===== config.mk =====
export PLATFORM = sky130hd
export DESIGN_NAME = shift_reg_burst_flat
export DESIGN_NICKNAME = d
export VERILOG_FILES = /design/src/rtl/shift_reg_burst_pkg.sv /design/src/rtl/shift_reg_burst_if.sv /design/src/rtl/shift_reg_burst_ctrl.sv /design/src/rtl/shift_reg_burst.sv /design/src/flat_wrapper.sv
export SDC_FILE = /design/constraint.sdc
export NUM_CORES = 1
export LEC_CHECK = 0
export CORE_AREA = 2 2 65 67
export DETAILED_ROUTE_END_ITERATION = 6
export DIE_AREA = 0 0 67 69
export GPL_TIMING_DRIVEN = 1
export PLACE_DENSITY = 0.51
export SLEW_MARGIN = 20
export SYNTH_ARGS = -nofsm -noshare
export SYNTH_HDL_FRONTEND = slang
export SYNTH_SLANG_ARGS = --single-unit

===== constraint.sdc =====
create_clock -name Clk -period 1.5 [get_ports Clk]
set_input_delay 0.15 -clock Clk [delete_from_list [all_inputs] [get_ports Clk]]
set_output_delay 0.15 -clock Clk [all_outputs]
set_load 0.02 [all_outputs]

===== src/rtl/shift_reg_burst_pkg.sv =====
// Shared types and the single-step shift function for the burst shift register.
package shift_pkg;

    localparam int SHIFT_MAX_W = 64;

    typedef enum logic [1:0] {
        SHR = 2'd0,
        SHL = 2'd1,
        ROR = 2'd2,
        ASR = 2'd3
    } shift_mode_t;

    typedef enum logic {
        IDLE = 1'b0,
        RUN  = 1'b1
    } burst_state_t;

    // Data is carried zero-extended to SHIFT_MAX_W; w is the live register width.
    function automatic logic [SHIFT_MAX_W-1:0] shift_step(
        input logic [SHIFT_MAX_W-1:0] data,
        input int unsigned            w,
        input shift_mode_t            mode,
        input logic                   sin
    );
        logic [SHIFT_MAX_W-1:0] mask;
        logic [SHIFT_MAX_W-1:0] res;
        logic                   msb;
        mask = ~({SHIFT_MAX_W{1'b1}} << w);
        msb  = |(data & ({{(SHIFT_MAX_W-1){1'b0}}, 1'b1} << (w - 1)));
        res  = data >> 1;
        case (mode)
            SHR:     res = res | ({{(SHIFT_MAX_W-1){1'b0}}, sin} << (w - 1));
            SHL:     res = (data << 1) | {{(SHIFT_MAX_W-1){1'b0}}, sin};
            ROR:     res = res | ({{(SHIFT_MAX_W-1){1'b0}}, data[0]} << (w - 1));
            ASR:     res = res | ({{(SHIFT_MAX_W-1){1'b0}}, msb} << (w - 1));
            default: res = data;
        endcase
        return res & mask;
    endfunction

endpackage


===== src/rtl/shift_reg_burst_if.sv =====
// Control/data bundle between a driver and the burst shift register.
interface shift_reg_burst_if
    import shift_pkg::*;
#(
    parameter int WIDTH = 8,
    parameter int CNT_W = $clog2(WIDTH + 1)
);
    logic              Load;
    logic [WIDTH-1:0]  D;
    shift_mode_t       Mode;
    logic              Shift_En;
    logic              Start;
    logic [CNT_W-1:0]  Count;
    logic              Shift_In;
    logic              Busy;
    logic              Done;
    logic              Shift_Out;
    logic [WIDTH-1:0]  Data_Out;

    modport master (
        output Load, D, Mode, Shift_En, Start, Count, Shift_In,
        input  Busy, Done, Shift_Out, Data_Out
    );

    modport slave (
        input  Load, D, Mode, Shift_En, Start, Count, Shift_In,
        output Busy, Done, Shift_Out, Data_Out
    );
endinterface


===== src/rtl/shift_reg_burst_ctrl.sv =====
// Burst sequencer: IDLE/RUN FSM, remaining-shift counter with clamp, Busy/Done,
// and the per-edge step enable plus the mode that step should use.
module shift_burst_ctrl
    import shift_pkg::*;
#(
    parameter int WIDTH = 8,
    parameter int CNT_W = $clog2(WIDTH + 1)
) (
    input  logic             clk_i,
    input  logic             rst_i,
    input  logic             load_i,
    input  logic             start_i,
    input  logic             shift_en_i,
    input  logic [CNT_W-1:0] count_i,
    input  shift_mode_t      mode_i,
    output logic             step_en_o,
    output logic             busy_o,
    output logic             done_o,
    output shift_mode_t      mode_o
);
    localparam logic [CNT_W-1:0] MAX_CNT = CNT_W'(WIDTH);

    burst_state_t     state_q, state_d;
    logic [CNT_W-1:0] remaining_q, remaining_d;
    shift_mode_t      mode_q, mode_d;
    logic             done_q, done_d;
    logic [CNT_W-1:0] count_clamped_s;

    // State register.
    always_ff @(posedge clk_i) begin
        if (rst_i) begin
            state_q     <= IDLE;
            remaining_q <= {CNT_W{1'b0}};
            mode_q      <= SHR;
            done_q      <= 1'b0;
        end else begin
            state_q     <= state_d;
            remaining_q <= remaining_d;
            mode_q      <= mode_d;
            done_q      <= done_d;
        end
    end

    // Next-state: Load aborts or blocks a burst; Start only acts from IDLE.
    always_comb begin
        state_d         = state_q;
        remaining_d     = remaining_q;
        mode_d          = mode_q;
        done_d          = 1'b0;
        count_clamped_s = (count_i > MAX_CNT) ? MAX_CNT : count_i;
        case (state_q)
            IDLE: begin
                if (load_i) begin
                    state_d = IDLE;
                end else if (start_i) begin
                    if (count_clamped_s != {CNT_W{1'b0}}) begin
                        state_d     = RUN;
                        remaining_d = count_clamped_s;
                        mode_d      = mode_i;
                    end else begin
                        done_d = 1'b1;
                    end
                end else begin
                    state_d = IDLE;
                end
            end
            RUN: begin
                if (load_i) begin
                    state_d     = IDLE;
                    remaining_d = {CNT_W{1'b0}};
                end else begin
                    remaining_d = remaining_q - CNT_W'(1);
                    if (remaining_q == CNT_W'(1)) begin
                        state_d = IDLE;
                        done_d  = 1'b1;
                    end else begin
                        state_d = RUN;
                    end
                end
            end
            default: begin
                state_d     = IDLE;
                remaining_d = {CNT_W{1'b0}};
            end
        endcase
    end

    // Outputs: a single step in IDLE only when neither Load nor Start claims the edge.
    always_comb begin
        busy_o    = (state_q == RUN);
        done_o    = done_q;
        mode_o    = (state_q == RUN) ? mode_q : mode_i;
        step_en_o = 1'b0;
        if (state_q == RUN) begin
            step_en_o = ~load_i;
        end else begin
            step_en_o = shift_en_i & ~start_i & ~load_i;
        end
    end

endmodule


===== src/rtl/shift_reg_burst.sv =====
// Universal shift register with parallel load and a counted burst sequencer.
module shift_reg_burst
    import shift_pkg::*;
#(
    parameter int               WIDTH     = 8,
    parameter logic [WIDTH-1:0] RESET_VAL = {WIDTH{1'b0}}
) (
    input  logic             Clk,
    input  logic             Reset,
    shift_reg_burst_if.slave bus
);
    localparam int CNT_W = $clog2(WIDTH + 1);

    logic [WIDTH-1:0]       data_q, data_d;
    logic [SHIFT_MAX_W-1:0] step_wide_s;
    logic                   step_en_s;
    logic                   busy_s;
    logic                   done_s;
    shift_mode_t            active_mode_s;

    shift_burst_ctrl #(
        .WIDTH (WIDTH),
        .CNT_W (CNT_W)
    ) u_ctrl (
        .clk_i      (Clk),
        .rst_i      (Reset),
        .load_i     (bus.Load),
        .start_i    (bus.Start),
        .shift_en_i (bus.Shift_En),
        .count_i    (bus.Count),
        .mode_i     (bus.Mode),
        .step_en_o  (step_en_s),
        .busy_o     (busy_s),
        .done_o     (done_s),
        .mode_o     (active_mode_s)
    );

    assign step_wide_s = shift_step(SHIFT_MAX_W'(data_q), WIDTH, active_mode_s, bus.Shift_In);

    // Data register next value: Load beats any shift step.
    always_comb begin
        data_d = data_q;
        if (bus.Load) begin
            data_d = bus.D;
        end else if (step_en_s) begin
            data_d = step_wide_s[WIDTH-1:0];
        end else begin
            data_d = data_q;
        end
    end

    // Data register.
    always_ff @(posedge Clk) begin
        if (Reset) begin
            data_q <= RESET_VAL;
        end else begin
            data_q <= data_d;
        end
    end

    assign bus.Data_Out  = data_q;
    assign bus.Busy      = busy_s;
    assign bus.Done      = done_s;
    assign bus.Shift_Out = (active_mode_s == SHL) ? data_q[WIDTH-1] : data_q[0];

endmodule

===== src/flat_wrapper.sv =====
// flat-port wrapper written by rule: the top's interface ports become plain ports
module shift_reg_burst_flat import shift_pkg::*;
#(
    parameter int               WIDTH     = 8,
    parameter logic [WIDTH-1:0] RESET_VAL = {WIDTH{1'b0}}
)
  (Clk, Reset, bus_Load, bus_D, bus_Mode, bus_Shift_En, bus_Start, bus_Count, bus_Shift_In, bus_Busy, bus_Done, bus_Shift_Out, bus_Data_Out);
  shift_reg_burst_if #(.WIDTH(WIDTH)) bus_i ();
  input  logic Clk;
  input  logic Reset;
  input wire logic [$bits(bus_i.Load)-1:0] bus_Load;
  input wire logic [$bits(bus_i.D)-1:0] bus_D;
  input wire logic [$bits(bus_i.Mode)-1:0] bus_Mode;
  input wire logic [$bits(bus_i.Shift_En)-1:0] bus_Shift_En;
  input wire logic [$bits(bus_i.Start)-1:0] bus_Start;
  input wire logic [$bits(bus_i.Count)-1:0] bus_Count;
  input wire logic [$bits(bus_i.Shift_In)-1:0] bus_Shift_In;
  output wire logic [$bits(bus_i.Busy)-1:0] bus_Busy;
  output wire logic [$bits(bus_i.Done)-1:0] bus_Done;
  output wire logic [$bits(bus_i.Shift_Out)-1:0] bus_Shift_Out;
  output wire logic [$bits(bus_i.Data_Out)-1:0] bus_Data_Out;
  assign bus_i.Load = bus_Load;
  assign bus_i.D = bus_D;
  assign bus_i.Mode = bus_Mode;
  assign bus_i.Shift_En = bus_Shift_En;
  assign bus_i.Start = bus_Start;
  assign bus_i.Count = bus_Count;
  assign bus_i.Shift_In = bus_Shift_In;
  assign bus_Busy = bus_i.Busy;
  assign bus_Done = bus_i.Done;
  assign bus_Shift_Out = bus_i.Shift_Out;
  assign bus_Data_Out = bus_i.Data_Out;
  shift_reg_burst #(.WIDTH(WIDTH), .RESET_VAL(RESET_VAL)) u_core (.Clk(Clk), .Reset(Reset), .bus(bus_i));
endmodule

==> report_table.html, run 1 <==
<table>
<tr><th>Metric</th><th>Value</th></tr>
<tr><th colspan="2">Outcome</th></tr>
<tr><td>Run status</td><td>finished, final reports clean</td></tr>
<tr><th colspan="2">Final layout</th></tr>
<tr><td>Proportion of layout cells with a drive suffix above 1</td><td>0.276</td></tr>
<tr><td>Most frequent cells in the layout</td><td>25 x buf_4, 22 x clkdlybuf4s50_1, 16 x nor2_1, 14 x dfxtp_1, 11 x nand2_1</td></tr>
<tr><td>Most common cell after layout, fill and taps aside</td><td>buf_4</td></tr>
<tr><td>Net count, final</td><td>197</td></tr>
<tr><td>Ant diodes</td><td>0</td></tr>
<tr><td>Layout area overhead</td><td>70.1%</td></tr>
<tr><th colspan="2">Placed design</th></tr>
<tr><td>Placer congestion estimate</td><td>0.904</td></tr>
<tr><td>Detailed-placement wirelength estimate</td><td>2330 um</td></tr>
<tr><td>Count of buffers from port buffering</td><td>30</td></tr>
<tr><th colspan="2">Timing</th></tr>
<tr><td>Fin Setup TNS</td><td>0 ns</td></tr>
<tr><td>Time the final worst path needs with I/O delays and setup</td><td>1.46 ns</td></tr>
<tr><td>Final count of negative-setup-slack endpoints</td><td>0</td></tr>
<tr><td>Highest clock frequency the design can meet</td><td>0.684 GHz</td></tr>
<tr><td>Max-slew headroom at the worst pin</td><td>0.757</td></tr>
<tr><td>RSZ-0062 raised after global routing</td><td>true</td></tr>
<tr><td>Fin crit share</td><td>0.974</td></tr>
<tr><td>Worst-Margin Slew</td><td>0.361 ns</td></tr>
<tr><td>Final max-slew violation count</td><td>0</td></tr>
<tr><td>Number of failing hold endpoints at the final stage</td><td>0</td></tr>
<tr><td>Worst hold slack</td><td>0.312 ns</td></tr>
<tr><td>Worst Clk Skew</td><td>0.00428 ns</td></tr>
<tr><th colspan="2">Floorplan</th></tr>
<tr><td>Initial Utilization</td><td>0.245</td></tr>
<tr><td>Count of standard-cell rows</td><td>23</td></tr>
<tr><td>Die span in y</td><td>69 um</td></tr>
<tr><td>Overall die area</td><td>4620 sq um</td></tr>
<tr><td>Placeable core region</td><td>3910 sq um</td></tr>
<tr><td>Number of top-level design ports</td><td>31</td></tr>
<tr><td>Chip width</td><td>67 um</td></tr>
<tr><th colspan="2">Worst setup path</th></tr>
<tr><td>Timing startpoint of the critical path</td><td>bus_Count[2]</td></tr>
<tr><td>Crit path buffers/inverters</td><td>1</td></tr>
<tr><td>Maximum single-stage delay on the critical path</td><td>0.46 ns</td></tr>
<tr><td>Top cell family by delay on the critical path</td><td>simple AND/OR/NAND/NOR gates</td></tr>
<tr><td>Worst-path cell with the longest stage delay</td><td>or4_4</td></tr>
<tr><td>Cell-by-cell listing of the critical path</td><td>clkdlybuf4s50_1, or4_4, and2_4, a21o_1, a221oi_2</td></tr>
<tr><td>Worst-case reg-to-reg path depth</td><td>5</td></tr>
<tr><td>Crit path required time</td><td>1.67 ns</td></tr>
<tr><td>Critical Path Start Type</td><td>input port</td></tr>
<tr><td>Critical setup path kind</td><td>input port to flip-flop</td></tr>
<tr><td>Critical path capture point type</td><td>flip-flop</td></tr>
<tr><td>Register-to-register setup slack</td><td>0.09 ns</td></tr>
<tr><td>R2R Path Start</td><td>u_core.u_ctrl.busy_o</td></tr>
<tr><td>Critical path arrival</td><td>1.63 ns</td></tr>
<tr><td>Max FO, Critical Path</td><td>4</td></tr>
<tr><td>Worst reg2reg endpoint</td><td>u_core.bus.Data_Out[7]</td></tr>
<tr><th colspan="2">Global route</th></tr>
<tr><td>Global-route wire length before repair</td><td>5330 um</td></tr>
<tr><td>GR Util All Layers</td><td>0.143</td></tr>
<tr><td>Global-route track usage on met2</td><td>0.231</td></tr>
<tr><td>Number of antenna violations at the first check in global routing</td><td>0</td></tr>
<tr><td>Global Route met3 Usage</td><td>0.0294</td></tr>
<tr><td>Top Usage Layer GRT</td><td>met2</td></tr>
<tr><td>Vias in the first global route</td><td>1,221</td></tr>
<tr><td>Maximum number of pins on one net before global-route repair</td><td>12</td></tr>
<tr><td>Global route overflow</td><td>0</td></tr>
<tr><td>GR Layer Usage met1</td><td>0.192</td></tr>
<tr><th colspan="2">Clock network</th></tr>
<tr><td>Clock transition at the registers of the reported paths</td><td>0.07 ns</td></tr>
<tr><td>Cell at the root of the clock tree</td><td>clkbuf_8</td></tr>
<tr><td>Count of H-tree levels built during CTS</td><td>1</td></tr>
<tr><td>Sinks on Clock Net</td><td>16</td></tr>
<tr><td>Number of buffers created by CTS</td><td>3</td></tr>
<tr><td>Clock buffer depth</td><td>2</td></tr>
<tr><td>CTS tree</td><td>yes</td></tr>
<tr><td>Hold buffers post-CTS</td><td>0</td></tr>
<tr><td>Source-to-sink clock delay at the later pin of the worst-skew pair</td><td>0.25 ns</td></tr>
<tr><th colspan="2">Drt</th></tr>
<tr><td>Remaining number of nets flagged by the antenna check after routing</td><td>0</td></tr>
<tr><td>Remaining DRCs</td><td>0</td></tr>
<tr><td>DRT Pass-1 Iters</td><td>4</td></tr>
<tr><td>Post-DR wirelength/cell</td><td>13.7 um</td></tr>
<tr><td>Violation count after the first detailed-routing iteration</td><td>62</td></tr>
<tr><td>DR vias/cell</td><td>5.00</td></tr>
<tr><td>Overall routed net length</td><td>3070 um</td></tr>
<tr><td>Vias after detailed routing</td><td>1,120</td></tr>
<tr><th colspan="2">Logic synthesis</th></tr>
<tr><td>Xor-xnor portion of the synthesized cell area</td><td>0.00915</td></tr>
<tr><td>Synthesis-stage register bit count</td><td>16</td></tr>
<tr><td>Yosys warning total</td><td>0</td></tr>
<tr><td>Post-Synth Simple-Gate Area</td><td>0.238</td></tr>
<tr><td>Mapped Nets</td><td>142</td></tr>
<tr><td>Commonest register cell after synthesis</td><td>dfxtp_1</td></tr>
<tr><td>Fraction of the mapped netlist area in compound gates</td><td>0.265</td></tr>
<tr><td>Synthesized area per cell</td><td>7.98 sq um</td></tr>
<tr><td>Count of cell types in the netlist</td><td>37</td></tr>
<tr><td>Post-synthesis instance area</td><td>957 sq um</td></tr>
<tr><td>Combinational family with the most area after synthesis</td><td>compound AO/OA/AOI/OAI gates</td></tr>
<tr><td>Mux contribution to synthesized area</td><td>0.0745</td></tr>
<tr><td>Synth top area share</td><td>0.335</td></tr>
<tr><td>Number of standard cells after synthesis</td><td>120</td></tr>
<tr><td>Post-synthesis cell type with the largest combined area</td><td>dfxtp_1</td></tr>
<tr><td>Share of flip-flops with an asynchronous set or reset after synthesis</td><td>0</td></tr>
<tr><td>Synth top area cells</td><td>dfxtp_1 33%, o221ai_1 6.4%, mux2i_1 6.3%</td></tr>
<tr><td>Count of flip-flops with a built-in enable after synthesis</td><td>0</td></tr>
<tr><td>Adder-cell share of the synthesized area</td><td>0.0261</td></tr>
<tr><td>Sequential element share of the synthesized area</td><td>0.335</td></tr>
<tr><th colspan="2">Hold path</th></tr>
<tr><td>Hold/Removal Path Class</td><td>input port to flip-flop</td></tr>
<tr><td>Number of cells on the worst hold path</td><td>4</td></tr>
<tr><td>Worst hold endpoint</td><td>u_core.u_ctrl.mode_q[1]</td></tr>
<tr><td>Hold Startpoint</td><td>bus_Mode[1]</td></tr>
<tr><th colspan="2">Power</th></tr>
<tr><td>Power per Cell Area</td><td>780 nW/um^2</td></tr>
<tr><td>Reported leakage power</td><td>0.000683 uW</td></tr>
<tr><td>Worst-case vdd ir drop</td><td>0.000351 V</td></tr>
<tr><th colspan="2">Run</th></tr>
<tr><td>Number of maximum-capacitance violations</td><td>0</td></tr>
</table>
-- final cells by class --
type                            instances  area (sq um)
Fill cell                             391          2290
Multi-Input combinational cell         91           659
Timing Repair Buffer                   56           499
Sequential cell                        16           325
Tap cell                               50          62.6
Clock buffer                            4          55.1
Inverter                                7          26.3
-- through the flow --
stage / util / worst slack [ns] / cells / area [sq um] / power, uW
6_report: 0.416 / 0.0385 / 224 / 1630 / 1270
5_1_grt: 0.416 / -0.0165 / 224 / 1630 / 1340
4_1_cts: 0.400 / -0.0473 / 223 / 1570 / 1260
3_5_place_dp: 0.380 / -0.519 / 219 / 1490 / 859
3_3_place_gp: 0.380 / -0.524 / 219 / 1490 / 858
2_1_floorplan: - / 0.0101 / 120 / 965 / 667
-- metal layers --
| layer | wire, um | part of all wire |
|---|---|---|
| met4 | 25 | 0.0081 |
| met5 | 0 | 0 |
| met2 | 1500 | 0.49 |
| met1 | 1360 | 0.44 |
| met3 | 189 | 0.061 |
-- worst max path at each step --
stage                                   end  cells past startpoint
2_1_floorplan        u_core.bus.Data_Out[4]                      5
3_3_place_gp                  bus_Shift_Out                      5
3_5_place_dp                  bus_Shift_Out                      5
4_1_cts                       bus_Shift_Out                      5
5_1_grt                       bus_Shift_Out                      5
6_report       u_core.u_ctrl.remaining_q[3]                      5
-- synthesized netlist by cell type, types with 3 or more instances --
cell type / count
o22ai_1: 9
mux2i_1: 6
a31oi_1: 3
dfxtp_1: 16
nand2_1: 12
clkbuf_1: 5
inv_1: 7
nor2b_1: 5
o221ai_1: 7
nor2_1: 16
-- timing repair --
item | in CTS | in global routing
pin swaps | 2 | 2
setup buffers | 0 | 1
gates resized for setup | 17 | 15
endpoints found under the setup margin | 9 | 8
-- power by group --
| group | total, uW | internal, uW | switching (uW) |
|---|---|---|---|
| Sequential | 489 | 456 | 33.1 |
| Combinational | 387 | 209 | 178 |
| Clock | 393 | 233 | 160 |
| Total | 1270 | 898 | 371 |
-- tightest hold or removal path, stage by stage --
cell            delay, ns
dlymetal6s2s_1       0.10
buf_4                0.14
mux2i_1              0.07
nor2_1               0.08
-- flip-flops by register name, indices dropped and copies added, names as in the netlist --
| register | count |
|---|---|
| u_core.u_ctrl.done_o | 1 |
| u_core.bus.Data_Out | 8 |
| u_core.u_ctrl.remaining_q | 4 |
| u_core.u_ctrl.busy_o | 1 |
| u_core.u_ctrl.mode_q | 2 |
-- cells by family after synthesis --
| family | after synthesis |
|---|---|
| adders and majority gates | 2 |
| muxes | 7 |
| xor gates and xnor gates | 1 |
| DFF | 16 |
| and+or+nand+nor | 47 |
| AOI/OAI and AO/OA | 34 |
| buffers and inverters | 13 |
Power figures use the tool's default switching activity.
==> inputs of run 2 (changes only) <==
--- a/config.mk
+++ b/config.mk
@@ -9,6 +9,7 @@
 export DETAILED_ROUTE_END_ITERATION = 6
 export DIE_AREA = 0 0 67 69
 export GPL_TIMING_DRIVEN = 1
+export MAX_ROUTING_LAYER = met4
 export PLACE_DENSITY = 0.51
 export SLEW_MARGIN = 20
 export SYNTH_ARGS = -nofsm -noshare
==> report_table.html, run 2 (synthesized netlist as in run 1, its figures left out) <==
<table>
<tr><th>Metric</th><th>Value</th></tr>
<tr><th colspan="2">Timing</th></tr>
<tr><td>RSZ-0062 raised after global routing</td><td>true</td></tr>
<tr><td>Worst hold slack</td><td>0.312 ns</td></tr>
<tr><td>Max-slew headroom at the worst pin</td><td>0.757</td></tr>
<tr><td>Worst setup slack after layout</td><td>0.0408 ns</td></tr>
<tr><td>Highest clock frequency the design can meet</td><td>0.685 GHz</td></tr>
<tr><td>Worst-Margin Slew</td><td>0.361 ns</td></tr>
<tr><td>Time the final worst path needs with I/O delays and setup</td><td>1.46 ns</td></tr>
<tr><td>Number of failing hold endpoints at the final stage</td><td>0</td></tr>
<tr><td>Final max-slew violation count</td><td>0</td></tr>
<tr><td>Fin Setup TNS</td><td>0 ns</td></tr>
<tr><td>Worst Clk Skew</td><td>0.00422 ns</td></tr>
<tr><td>Final count of negative-setup-slack endpoints</td><td>0</td></tr>
<tr><td>Fin crit share</td><td>0.973</td></tr>
<tr><th colspan="2">Clock network</th></tr>
<tr><td>Clock buffer depth</td><td>2</td></tr>
<tr><td>Number of buffers created by CTS</td><td>3</td></tr>
<tr><td>Clock transition at the registers of the reported paths</td><td>0.07 ns</td></tr>
<tr><td>Sinks on Clock Net</td><td>16</td></tr>
<tr><td>Hold buffers post-CTS</td><td>0</td></tr>
<tr><td>Cell at the root of the clock tree</td><td>clkbuf_8</td></tr>
<tr><td>CTS tree</td><td>yes</td></tr>
<tr><td>Source-to-sink clock delay at the later pin of the worst-skew pair</td><td>0.25 ns</td></tr>
<tr><td>Count of H-tree levels built during CTS</td><td>1</td></tr>
<tr><th colspan="2">Worst setup path</th></tr>
<tr><td>Critical Path Sink</td><td>bus_Shift_Out</td></tr>
<tr><td>Crit path required time</td><td>1.35 ns</td></tr>
<tr><td>R2R Path Start</td><td>u_core.u_ctrl.busy_o</td></tr>
<tr><td>Register-to-register setup slack</td><td>0.09 ns</td></tr>
<tr><td>Worst-path cell with the longest stage delay</td><td>dfxtp_2</td></tr>
<tr><td>Critical path capture point type</td><td>output port</td></tr>
<tr><td>Critical Path Start Type</td><td>flip-flop</td></tr>
<tr><td>Worst-case reg-to-reg path depth</td><td>5</td></tr>
<tr><td>Maximum single-stage delay on the critical path</td><td>0.33 ns</td></tr>
<tr><td>Critical setup path kind</td><td>flip-flop to output port</td></tr>
<tr><td>Max FO, Critical Path</td><td>2</td></tr>
<tr><td>Cell-by-cell listing of the critical path</td><td>nor2b_4, nand2_2, o21ai_4, mux2_4, buf_6</td></tr>
<tr><td>Timing startpoint of the critical path</td><td>u_core.u_ctrl.mode_q[0]</td></tr>
<tr><td>Worst reg2reg endpoint</td><td>u_core.bus.Data_Out[7]</td></tr>
<tr><td>Critical path arrival</td><td>1.31 ns</td></tr>
<tr><th colspan="2">Power</th></tr>
<tr><td>Reported leakage power</td><td>0.000698 uW</td></tr>
<tr><td>Cell-internal power</td><td>898 uW</td></tr>
<tr><td>Switching share of total power</td><td>0.293</td></tr>
<tr><td>Worst-case vdd ir drop</td><td>0.000352 V</td></tr>
<tr><td>Power per Cell Area</td><td>778 nW/um^2</td></tr>
<tr><td>Combinational share of power</td><td>0.305</td></tr>
<tr><td>Share of total power in sequential cells</td><td>0.385</td></tr>
<tr><td>Switching power</td><td>371 uW</td></tr>
<tr><td>Clk pwr share</td><td>0.310</td></tr>
<tr><th colspan="2">Final layout</th></tr>
<tr><td>Final cell utilization of the core</td><td>0.417</td></tr>
<tr><td>Number of standard cells in the final layout excluding fillers</td><td>224</td></tr>
<tr><td>Net count, final</td><td>197</td></tr>
<tr><td>Flip-flop count of the largest register after layout</td><td>8</td></tr>
<tr><td>Proportion of layout cells with a drive suffix above 1</td><td>0.276</td></tr>
<tr><td>Ant diodes</td><td>0</td></tr>
<tr><td>Most frequent cells in the layout</td><td>25 x buf_4, 21 x clkdlybuf4s50_1, 16 x nor2_1, 14 x dfxtp_1, 11 x nand2_1</td></tr>
<tr><td>Layout area overhead</td><td>70.3%</td></tr>
<tr><td>Most common cell after layout, fill and taps aside</td><td>buf_4</td></tr>
<tr><th colspan="2">Floorplan</th></tr>
<tr><td>Die span in y</td><td>69 um</td></tr>
<tr><td>Initial Utilization</td><td>0.245</td></tr>
<tr><td>Number of top-level design ports</td><td>31</td></tr>
<tr><td>Overall die area</td><td>4620 sq um</td></tr>
<tr><td>Placeable core region</td><td>3910 sq um</td></tr>
<tr><td>Chip width</td><td>67 um</td></tr>
<tr><td>Count of standard-cell rows</td><td>23</td></tr>
<tr><th colspan="2">Global route</th></tr>
<tr><td>Global-route track usage on met2</td><td>0.231</td></tr>
<tr><td>Number of antenna violations at the first check in global routing</td><td>0</td></tr>
<tr><td>Global-route wire length before repair</td><td>5340 um</td></tr>
<tr><td>Global Route met3 Usage</td><td>0.0294</td></tr>
<tr><td>Top Usage Layer GRT</td><td>met2</td></tr>
<tr><td>Vias in the first global route</td><td>1,217</td></tr>
<tr><td>Maximum number of pins on one net before global-route repair</td><td>12</td></tr>
<tr><td>Global route overflow</td><td>0</td></tr>
<tr><td>GR Util All Layers</td><td>0.148</td></tr>
<tr><td>GR Layer Usage met1</td><td>0.193</td></tr>
<tr><th colspan="2">Drt</th></tr>
<tr><td>Vias after detailed routing</td><td>1,118</td></tr>
<tr><td>Post-DR wirelength/cell</td><td>13.8 um</td></tr>
<tr><td>Remaining DRCs</td><td>0</td></tr>
<tr><td>Remaining number of nets flagged by the antenna check after routing</td><td>0</td></tr>
<tr><td>DR vias/cell</td><td>4.99</td></tr>
<tr><td>Violation count after the first detailed-routing iteration</td><td>66</td></tr>
<tr><td>DRT Pass-1 Iters</td><td>4</td></tr>
<tr><td>Overall routed net length</td><td>3090 um</td></tr>
<tr><th colspan="2">Run</th></tr>
<tr><td>Number of maximum-capacitance violations</td><td>0</td></tr>
<tr><th colspan="2">Outcome</th></tr>
<tr><td>Run status</td><td>finished, final reports clean</td></tr>
<tr><th colspan="2">Placed design</th></tr>
<tr><td>Placer congestion estimate</td><td>0.920</td></tr>
<tr><td>Number of cells in the design after placement</td><td>219</td></tr>
<tr><td>Post-Place Setup Slack</td><td>-0.519 ns</td></tr>
<tr><td>Count of buffers from port buffering</td><td>30</td></tr>
<tr><td>Detailed-placement wirelength estimate</td><td>2330 um</td></tr>
<tr><th colspan="2">Hold path</th></tr>
<tr><td>Hold Startpoint</td><td>bus_Mode[1]</td></tr>
<tr><td>Hold/Removal Path Class</td><td>input port to flip-flop</td></tr>
</table>
-- run 2: timing repair --
action	in CTS	in global routing
cloned	0	0
setup endpoints to repair	9	9
setup buffers	0	1
gates resized for setup	17	16
hold endpoints to repair	0	0
pin swaps	2	2
-- run 2: worst max-delay path, delay by kind of cell (launching register included) --
family	cells	cell delay, ns
muxes	1	0.32
AOI/OAI and AO/OA	1	0.07
DFF	1	0.33
buffers and inverters	1	0.13
and+or+nand+nor	2	0.21
-- run 2: layer usage --
| layer | routed length [um] | vias up | share of wire |
|---|---|---|---|
| li1 | - | 550 | - |
| met1 | 1390 | 526 | 0.45 |
| met2 | 1500 | 38 | 0.48 |
| met3 | 177 | 4 | 0.057 |
| met4 | 25 | 0 | 0.0081 |
| met5 | 0 | - | 0 |
-- run 2: through the flow --
stage / power, uW / instance area (sq um)
floorplan: 667 / 965
global placement: 858 / 1490
detailed placement: 859 / 1490
CTS: 1260 / 1570
global route: 1340 / 1630
finish: 1270 / 1630
-- run 2: worst min-delay path by stage --
| stage | end | slack [ns] | cells after the start |
|---|---|---|---|
| floorplan | u_core.u_ctrl.mode_q[0] | 0.30 | 2 |
| global placement | u_core.u_ctrl.remaining_q[3] | 0.50 | 2 |
| detailed placement | u_core.u_ctrl.remaining_q[3] | 0.52 | 2 |
| CTS | u_core.u_ctrl.mode_q[0] | 0.46 | 4 |
| global route | u_core.u_ctrl.mode_q[1] | 0.35 | 4 |
| finish | u_core.u_ctrl.mode_q[1] | 0.31 | 4 |
-- run 2: final cells by class --
type	count	area (sq um)
fill	392	2280
tap	50	62.6
sequential	16	325
timing repair buffer	56	502
multi-input combinational	91	659
inverter	7	26.3
clock buffer	4	55.1
-- run 2: power by group through the flow --
stage | Clock, uW | Combinational [uW] | Sequential [uW]
after global placement | 0 | 361 | 497
after floorplan | 0 | 153 | 514
after detailed placement | 0 | 364 | 496
after CTS | 401 | 369 | 488
final | 393 | 387 | 489
after global routing | 422 | 418 | 496
